## src/rtl/ritc_multi_dac_loader.sv

```systemverilog
`default_nettype none
// ============================================================================
//  Module      : ritc_multi_dac_loader
//  Description : Holds NCHAN x NDACS DAC words and serially shifts every
//                chain into its RITC DAC on request, all chains in lockstep.
//                User and servo write ports feed the storage. A single-entry
//                pending-load slot and a programmable SCLK divider are
//                included.
//  Option      : RITC_DAC_READBACK_EN - capture DAC_DOUT during each load
//                into a readback array visible on rb_dat_o.
//  Ports       : clk_i/rst_i (async active-high), user_* write/read port,
//                servo_* write port (fixed DAC index SERVO_ADDR), load_i /
//                chan_mask_i load request, busy_o/pending_o/wr_err_o status,
//                rb_dat_o readback, DAC_DOUT/DAC_DIN/DAC_CLOCK/DAC_LATCH pins.
//  Revision    : 1.0 - initial release
// ============================================================================
module ritc_multi_dac_loader #(
    parameter int NCHAN      = 2,
    parameter int NDACS      = 33,
    parameter int DAC_BITS   = 12,   // must be >= 2
    parameter int CLKDIV     = 0,
    parameter int SERVO_ADDR = 31,
    localparam int CW  = (NCHAN > 1) ? $clog2(NCHAN) : 1,
    localparam int AW  = (NDACS > 1) ? $clog2(NDACS) : 1,
    localparam int BW  = $clog2(DAC_BITS + 1),
    localparam int DVW = (CLKDIV > 0) ? $clog2(CLKDIV + 1) : 1
) (
    input  logic                clk_i,
    input  logic                rst_i,
    input  logic                user_wr_i,
    input  logic [CW-1:0]       user_chan_i,
    input  logic [AW-1:0]       user_dac_i,
    input  logic [DAC_BITS-1:0] user_dat_i,
    output logic [DAC_BITS-1:0] user_dat_o,
    input  logic                servo_wr_i,
    input  logic [CW-1:0]       servo_chan_i,
    input  logic [DAC_BITS-1:0] servo_dat_i,
    input  logic                load_i,
    input  logic [NCHAN-1:0]    chan_mask_i,
    output logic                busy_o,
    output logic                pending_o,
    output logic                wr_err_o,
    output logic [DAC_BITS-1:0] rb_dat_o,
    input  logic [NCHAN-1:0]    DAC_DOUT,
    output logic [NCHAN-1:0]    DAC_DIN,
    output logic [NCHAN-1:0]    DAC_CLOCK,
    output logic [NCHAN-1:0]    DAC_LATCH
);

    localparam logic [DVW-1:0] DIV_LAST  = DVW'(CLKDIV);
    localparam logic [BW-1:0]  BIT_LAST  = BW'(DAC_BITS - 1);
    localparam logic [AW-1:0]  IDX_LAST  = AW'(NDACS - 1);
    localparam logic [AW-1:0]  SERVO_IDX = AW'(SERVO_ADDR);

    typedef enum logic [2:0] {
        S_IDLE  = 3'd0,
        S_FETCH = 3'd1,
        S_LO    = 3'd2,
        S_HI    = 3'd3,
        S_LATCH = 3'd4,
        S_DONE  = 3'd5
    } state_t;

    state_t                         state_q, state_d;
    logic [AW-1:0]                  idx_q, idx_d;
    logic [BW-1:0]                  bit_q, bit_d;
    logic [DVW-1:0]                 div_q, div_d;
    logic [NCHAN-1:0]               mask_q, mask_d;
    logic                           pend_q, pend_d;
    logic [NCHAN-1:0]               pmask_q, pmask_d;
    logic [NCHAN-1:0][DAC_BITS-1:0] sh_q;
    logic [NCHAN-1:0]               din_q, sclk_q, lat_q;
    logic                           wrerr_q;
    logic [DAC_BITS-1:0]            udat_q;
    logic [DAC_BITS-1:0]            mem_q [NCHAN][NDACS];

    // ------------------------------------------------------------------
    // Storage: no reset, servo has priority over the user port.
    // ------------------------------------------------------------------
    always_ff @(posedge clk_i) begin
        if (servo_wr_i) begin
            mem_q[servo_chan_i][SERVO_IDX] <= servo_dat_i;
        end else if (user_wr_i) begin
            mem_q[user_chan_i][user_dac_i] <= user_dat_i;
        end
    end

    always_ff @(posedge clk_i or posedge rst_i) begin
        if (rst_i) begin
            wrerr_q <= 1'b0;
            udat_q  <= '0;
        end else begin
            wrerr_q <= wrerr_q | (servo_wr_i & user_wr_i);
            udat_q  <= mem_q[user_chan_i][user_dac_i];
        end
    end

    // ------------------------------------------------------------------
    // Load sequencer
    // ------------------------------------------------------------------
    always_comb begin
        state_d = state_q;
        idx_d   = idx_q;
        bit_d   = bit_q;
        div_d   = div_q;
        mask_d  = mask_q;
        pend_d  = pend_q;
        pmask_d = pmask_q;
        case (state_q)
            S_IDLE: begin
                if (load_i) begin
                    state_d = S_FETCH;
                    idx_d   = '0;
                    mask_d  = chan_mask_i;
                end
            end
            S_FETCH: begin
                state_d = S_LO;
                bit_d   = '0;
                div_d   = '0;
            end
            S_LO: begin
                if (div_q == DIV_LAST) begin
                    state_d = S_HI;
                    div_d   = '0;
                end else begin
                    div_d = div_q + 1'b1;
                end
            end
            S_HI: begin
                if (div_q == DIV_LAST) begin
                    div_d = '0;
                    if (bit_q != BIT_LAST) begin
                        state_d = S_LO;
                        bit_d   = bit_q + 1'b1;
                    end else if (idx_q == IDX_LAST) begin
                        state_d = S_LATCH;
                    end else begin
                        state_d = S_FETCH;
                        idx_d   = idx_q + 1'b1;
                    end
                end else begin
                    div_d = div_q + 1'b1;
                end
            end
            S_LATCH: begin
                if (div_q == DIV_LAST) begin
                    state_d = S_DONE;
                    div_d   = '0;
                end else begin
                    div_d = div_q + 1'b1;
                end
            end
            S_DONE: begin
                // A request arriving in DONE behaves exactly like a queued one.
                if (load_i || pend_q) begin
                    state_d = S_FETCH;
                    idx_d   = '0;
                    mask_d  = load_i ? chan_mask_i : pmask_q;
                    pend_d  = 1'b0;
                end else begin
                    state_d = S_IDLE;
                end
            end
            default: state_d = S_IDLE;
        endcase
        // Requests during an active load merge into one pending slot;
        // the most recent mask wins.
        if (load_i && (state_q != S_IDLE) && (state_q != S_DONE)) begin
            pend_d  = 1'b1;
            pmask_d = chan_mask_i;
        end
    end

    always_ff @(posedge clk_i or posedge rst_i) begin
        if (rst_i) begin
            state_q <= S_IDLE;
            idx_q   <= '0;
            bit_q   <= '0;
            div_q   <= '0;
            mask_q  <= '0;
            pend_q  <= 1'b0;
            pmask_q <= '0;
        end else begin
            state_q <= state_d;
            idx_q   <= idx_d;
            bit_q   <= bit_d;
            div_q   <= div_d;
            mask_q  <= mask_d;
            pend_q  <= pend_d;
            pmask_q <= pmask_d;
        end
    end

    // ------------------------------------------------------------------
    // Pin registers, derived from the next state so each pin is valid for
    // exactly the cycles the sequencer spends in the matching state.
    // ------------------------------------------------------------------
    always_ff @(posedge clk_i or posedge rst_i) begin
        if (rst_i) begin
            sh_q   <= '0;
            din_q  <= '0;
            sclk_q <= '0;
            lat_q  <= '0;
        end else begin
            for (int c = 0; c < NCHAN; c++) begin
                sclk_q[c] <= mask_d[c] & (state_d == S_HI);
                lat_q[c]  <= mask_d[c] & (state_d == S_LATCH);
                if (state_q == S_FETCH) begin
                    // Word snapshot: later storage writes do not disturb it.
                    sh_q[c]  <= mem_q[c][idx_q];
                    din_q[c] <= mask_d[c] & mem_q[c][idx_q][DAC_BITS-1];
                end else if ((state_q == S_HI) && (state_d == S_LO)) begin
                    // Falling SCLK: present the next bit.
                    sh_q[c]  <= sh_q[c] << 1;
                    din_q[c] <= mask_d[c] & sh_q[c][DAC_BITS-2];
                end else if ((state_d == S_LATCH) || (state_d == S_DONE) ||
                             (state_d == S_IDLE)) begin
                    din_q[c] <= 1'b0;
                end
            end
        end
    end

`ifdef RITC_DAC_READBACK_EN
    logic [NCHAN-1:0][DAC_BITS-1:0] cap_q;
    logic [DAC_BITS-1:0]            rb_q [NCHAN][NDACS];
    logic [DAC_BITS-1:0]            rbo_q;

    always_ff @(posedge clk_i or posedge rst_i) begin
        if (rst_i) begin
            cap_q <= '0;
            rbo_q <= '0;
            for (int c = 0; c < NCHAN; c++) begin
                for (int k = 0; k < NDACS; k++) begin
                    rb_q[c][k] <= '0;
                end
            end
        end else begin
            rbo_q <= rb_q[user_chan_i][user_dac_i];
            for (int c = 0; c < NCHAN; c++) begin
                // Sample on the same edge that raises SCLK.
                if ((state_q == S_LO) && (state_d == S_HI)) begin
                    cap_q[c] <= {cap_q[c][DAC_BITS-2:0], DAC_DOUT[c]};
                end
                // idx has already advanced at FETCH; at LATCH it still
                // points at the last word.
                if ((state_q == S_FETCH) && (idx_q != '0)) begin
                    rb_q[c][idx_q - 1'b1] <= cap_q[c];
                end
                if (state_q == S_LATCH) begin
                    rb_q[c][idx_q] <= cap_q[c];
                end
            end
        end
    end

    assign rb_dat_o = rbo_q;
`else
    logic w_unused_dout;
    assign w_unused_dout = ^DAC_DOUT;
    assign rb_dat_o      = '0;
`endif

    assign busy_o     = (state_q != S_IDLE);
    assign pending_o  = pend_q;
    assign wr_err_o   = wrerr_q;
    assign user_dat_o = udat_q;
    assign DAC_DIN    = din_q;
    assign DAC_CLOCK  = sclk_q;
    assign DAC_LATCH  = lat_q;

endmodule
`default_nettype wire

```

## config.mk

```make
export PLATFORM = sky130hd
export DESIGN_NAME = ritc_multi_dac_loader
export DESIGN_NICKNAME = d
export VERILOG_FILES = /design/src/rtl/ritc_multi_dac_loader.sv
export SDC_FILE = /design/constraint.sdc
export NUM_CORES = 1
export LEC_CHECK = 0
export BUFFER_PORTS_ARGS = -buffer_cell sky130_fd_sc_hd__buf_2
export CAP_MARGIN = 20
export CORE_ASPECT_RATIO = 0.7
export CORE_UTILIZATION = 50
export DETAILED_ROUTE_END_ITERATION = 8
export PLACE_DENSITY = 0.66
export REMOVE_ABC_BUFFERS = 1
export SYNTH_ARGS = -nofsm -noshare
export SYNTH_HDL_FRONTEND = slang
export SYNTH_SLANG_ARGS = --single-unit
```

## constraint.sdc

```tcl
create_clock -name clk_i -period 3.5 [get_ports clk_i]
set_input_delay 0.35 -clock clk_i [delete_from_list [all_inputs] [get_ports clk_i]]
set_output_delay 0.35 -clock clk_i [all_outputs]
set_load 0.01 [all_outputs]
```

==> metrics.txt <==
synth unique cells=63; largest net degree at the start of global routing=65; # port buffers=59; Rows=86; hold_ws=29.65 ps; ratio of cells with drive above 1 in the final layout=a little under two fifths; Worst Setup Path Type=reg2reg; Clk pin slew, worst setup/hold paths=70 ps; Die W=340.4 µm; power density over the cells=roughly 460 mW/mm²; CP arrival=between 3000 and 4000 ps; postcts setup bufs=0; final net count=2,391; DP Wirelength=88.26 mm; placed cell count=between 3,000 and 4,000; post-synth top area share=roughly three fifths; Primary FF master, synth=edfxtp_1; Lkg Pwr=13.13 nW; vias after detailed routing=24,760; total grt overflow=0; Setup crit end kind=flop; RR Endpoint=DAC_DIN[0]; Die Area=roughly 0.08 mm²; DRC viols=0; Max Buffers Root-to-Sink=3; vias per inst=roughly 7.1; Hold Path Cell Cnt=2; Layout area overhead=14.40%; Hold Crit Class=in2reg; Max Cap Violations=0; initial antenna violation count=9; GP Congestion=1.002; Total Wirelength=approximately 130 mm; Synth async-reset ratio=~7%; # IOs=74; final non-filler cell total=between 3,000 and 4,000; Inserted Clock Buffers=82; Pins Over Slew Limit=0; Final Hold Viols=0; worst reg2reg startpoint=idx_q[0]; #FFs+latches synth=about 850; CTS resizes=0; Final period util=slightly above 90%; Post-Synthesis Cells=~2,200; Global Route Usage Sum=between 30% and 40%; FF-to-FF setup slack=about 240 ps; clk_skew=36.99 ps; number of global-route vias before repair=about 24,000; warnings from Yosys=0; CTS root buffer=clkbuf_16; most instantiated library cell after synthesis=edfxtp_1; RSZ-0062 raised after global routing=no; most instantiated cells after synthesis=edfxtp_1, mux4_2, mux2i_1, clkbuf_1, nand2_1; Initial DRC Count=roughly 4,100; first-pass GRT wire length=183.4 mm; synth top area cells=edfxtp_1, mux4_2, dfrtp_1, mux2i_1, mux2_2; Post-DRT Antenna Nets=0; Multi-input gate area=roughly 0.014 mm²; DR WL/cell=between 30 and 40 µm; CTS tree=done; Setup-failing EPs final=0; Worst Path Required=between 4000 and 5000 ps; number of fill cells=5,820; Netlist Area Pre-Place=0.04008 mm²; clock sinks=about 850; final worst setup slack=approximately 240 ps; Post-synth EDFFs=approximately 790; Reg2Reg Depth=7; Worst VDD drop=roughly 0.00038 V; syn_area_per_cell=~19 µm²; CP Launch Type=flop; Worst Setup SP=idx_q[0]; core area=about 0.08 mm²; worst-skew pair later-pin latency=a little under 700 ps; DRT Pass-1 Iters=6; DP Worst Slack=219.2 ps; maximum fanout along the worst path=13; TNS Setup=0 ps; DIE HEIGHT=238.9 µm; relative slew slack=33.84%; PnR Total Power=20.92 mW; Initial Util=50.75%; fmax=roughly 300 MHz; Synth area leader=edfxtp_1; Worst Max-Slew Pin Slew=just under 1000 ps; register area=0.02527 mm²; Seq/Total Area, Yosys=between 60 and 70%; H-tree depth=3; minimum clock period=around 3300 ps; outcome=completed; Setup crit end=DAC_DIN[0]
[state kept, by name, summed over array words and instances (netlist names)]
name        cells
mask_q          2
DAC_DIN         2
pending_o       1
idx_q           6
DAC_CLOCK       2
mem_q         792
wr_err_o        1
user_dat_o     12
DAC_LATCH       2
sh_q           22
state_q         3
bit_q           4
pmask_q         2
[routing by layer]
| layer | wire (µm) | vias to the layer above | share of wire (%) | GRT usage (%) |
|---|---|---|---|---|
| met5 | 52 | - | 0.040 | 0 |
| met2 | 55010 | 1898 | 43 | 45.41 |
| li1 | - | 9590 | - | - |
| met1 | 50780 | 13030 | 39 | 48.21 |
| met4 | 3689 | 8 | 2.9 | 8.765 |
| met3 | 19140 | 232 | 15 | 10.67 |
[cell usage in the layout, fill, tap and decap left out, types with 6 or more instances in the layout]
cell           instances
clkbuf_1              18
a221oi_1              23
buf_2                 57
a211oi_1              39
o22ai_1               11
edfxtp_1             792
o21ai_0               17
mux4_2               384
nor2b_1               35
nor3_1                16
nand2b_1              14
a22oi_1               56
clkbuf_16             82
mux2i_1               81
and2_2                13
o221ai_1              10
a2111oi_0             20
bufinv_16              6
or3_1                  7
mux2_2                44
nor3_2                30
a22o_1                 7
and3_1                26
nand4_1                7
nand3_1               16
or4_1                  8
buf_12                38
conb_1                12
clkinv_2              10
nor4_2                12
clkinvlp_4             6
nor2_1                40
clkinv_1              17
nand2_1               71
dfrtp_1               55
dlygate4sd3_1          9
inv_1                 10
buf_4                175
a21oi_1               42
[report_power, final]
group | internal [mW] | leakage, nW | switching, mW
clock | 4.81 | 1.24 | 3.96
combinational | 0.343 | 5.46 | 0.644
sequential | 11.1 | 6.43 | 0.0331
[final cells by class]
cell class,instances,area share [%]
sequential,851,55.11
multi-input combinational,1119,30.83
timing repair buffer,282,5.433
clock buffer,100,4.622
tap,1056,2.881
clock inverter,47,1.007
inverter,11,0.09005
antenna,5,0.02729
[critical path: stages, from the launching register on]
cell and delay, ps:
dfrtp_4 680, buf_4 380, mux4_2 640, nor2b_1 180
a2111oi_0 790, buf_4 230, a311o_1 140, nor4_1 50
[how the worst min path moves through the flow]
stage / startpoint / endpoint / slack [ps]
finish: user_dat_i[4] / mem_q[0][16] / 30
global route: user_wr_i / wr_err_o / 10
CTS: user_wr_i / wr_err_o / 2
detailed placement: wr_err_o / wr_err_o / 450
global placement: wr_err_o / wr_err_o / 440
floorplan: servo_wr_i / wr_err_o / 470
[cell families (layout without fill, tap and decap cells)]
family,count (synthesis),in the layout,synth area share [%]
AO/OA/AOI/OAI,258,258,4.729
AND/OR/NAND/NOR,329,329,4.408
XOR/XNOR,4,4,0.08740
flip-flops,851,851,63.02
adder cells (fa/ha/maj),3,3,0.09366
other,1,17,0.009356
buffers and inverters,198,440,2.557
multiplexers,513,513,25.10
[repair_timing]
action | CTS | global route
hold buffers | 9 | 0
endpoints found under the setup margin | 0 | 0
hold endpoints to repair | 52 | 0
[per-stage QoR]
stage | utilization [%] | area (µm²)
3_5_place_dp | 54.59 | 43120
4_1_cts | 57.98 | 45790
2_1_floorplan | - | 39140
3_3_place_gp | 54.59 | 43120
6_report | 58.06 | 45850
5_1_grt | 58.04 | 45840
No activity file was read; power rests on OpenSTA's default activity.
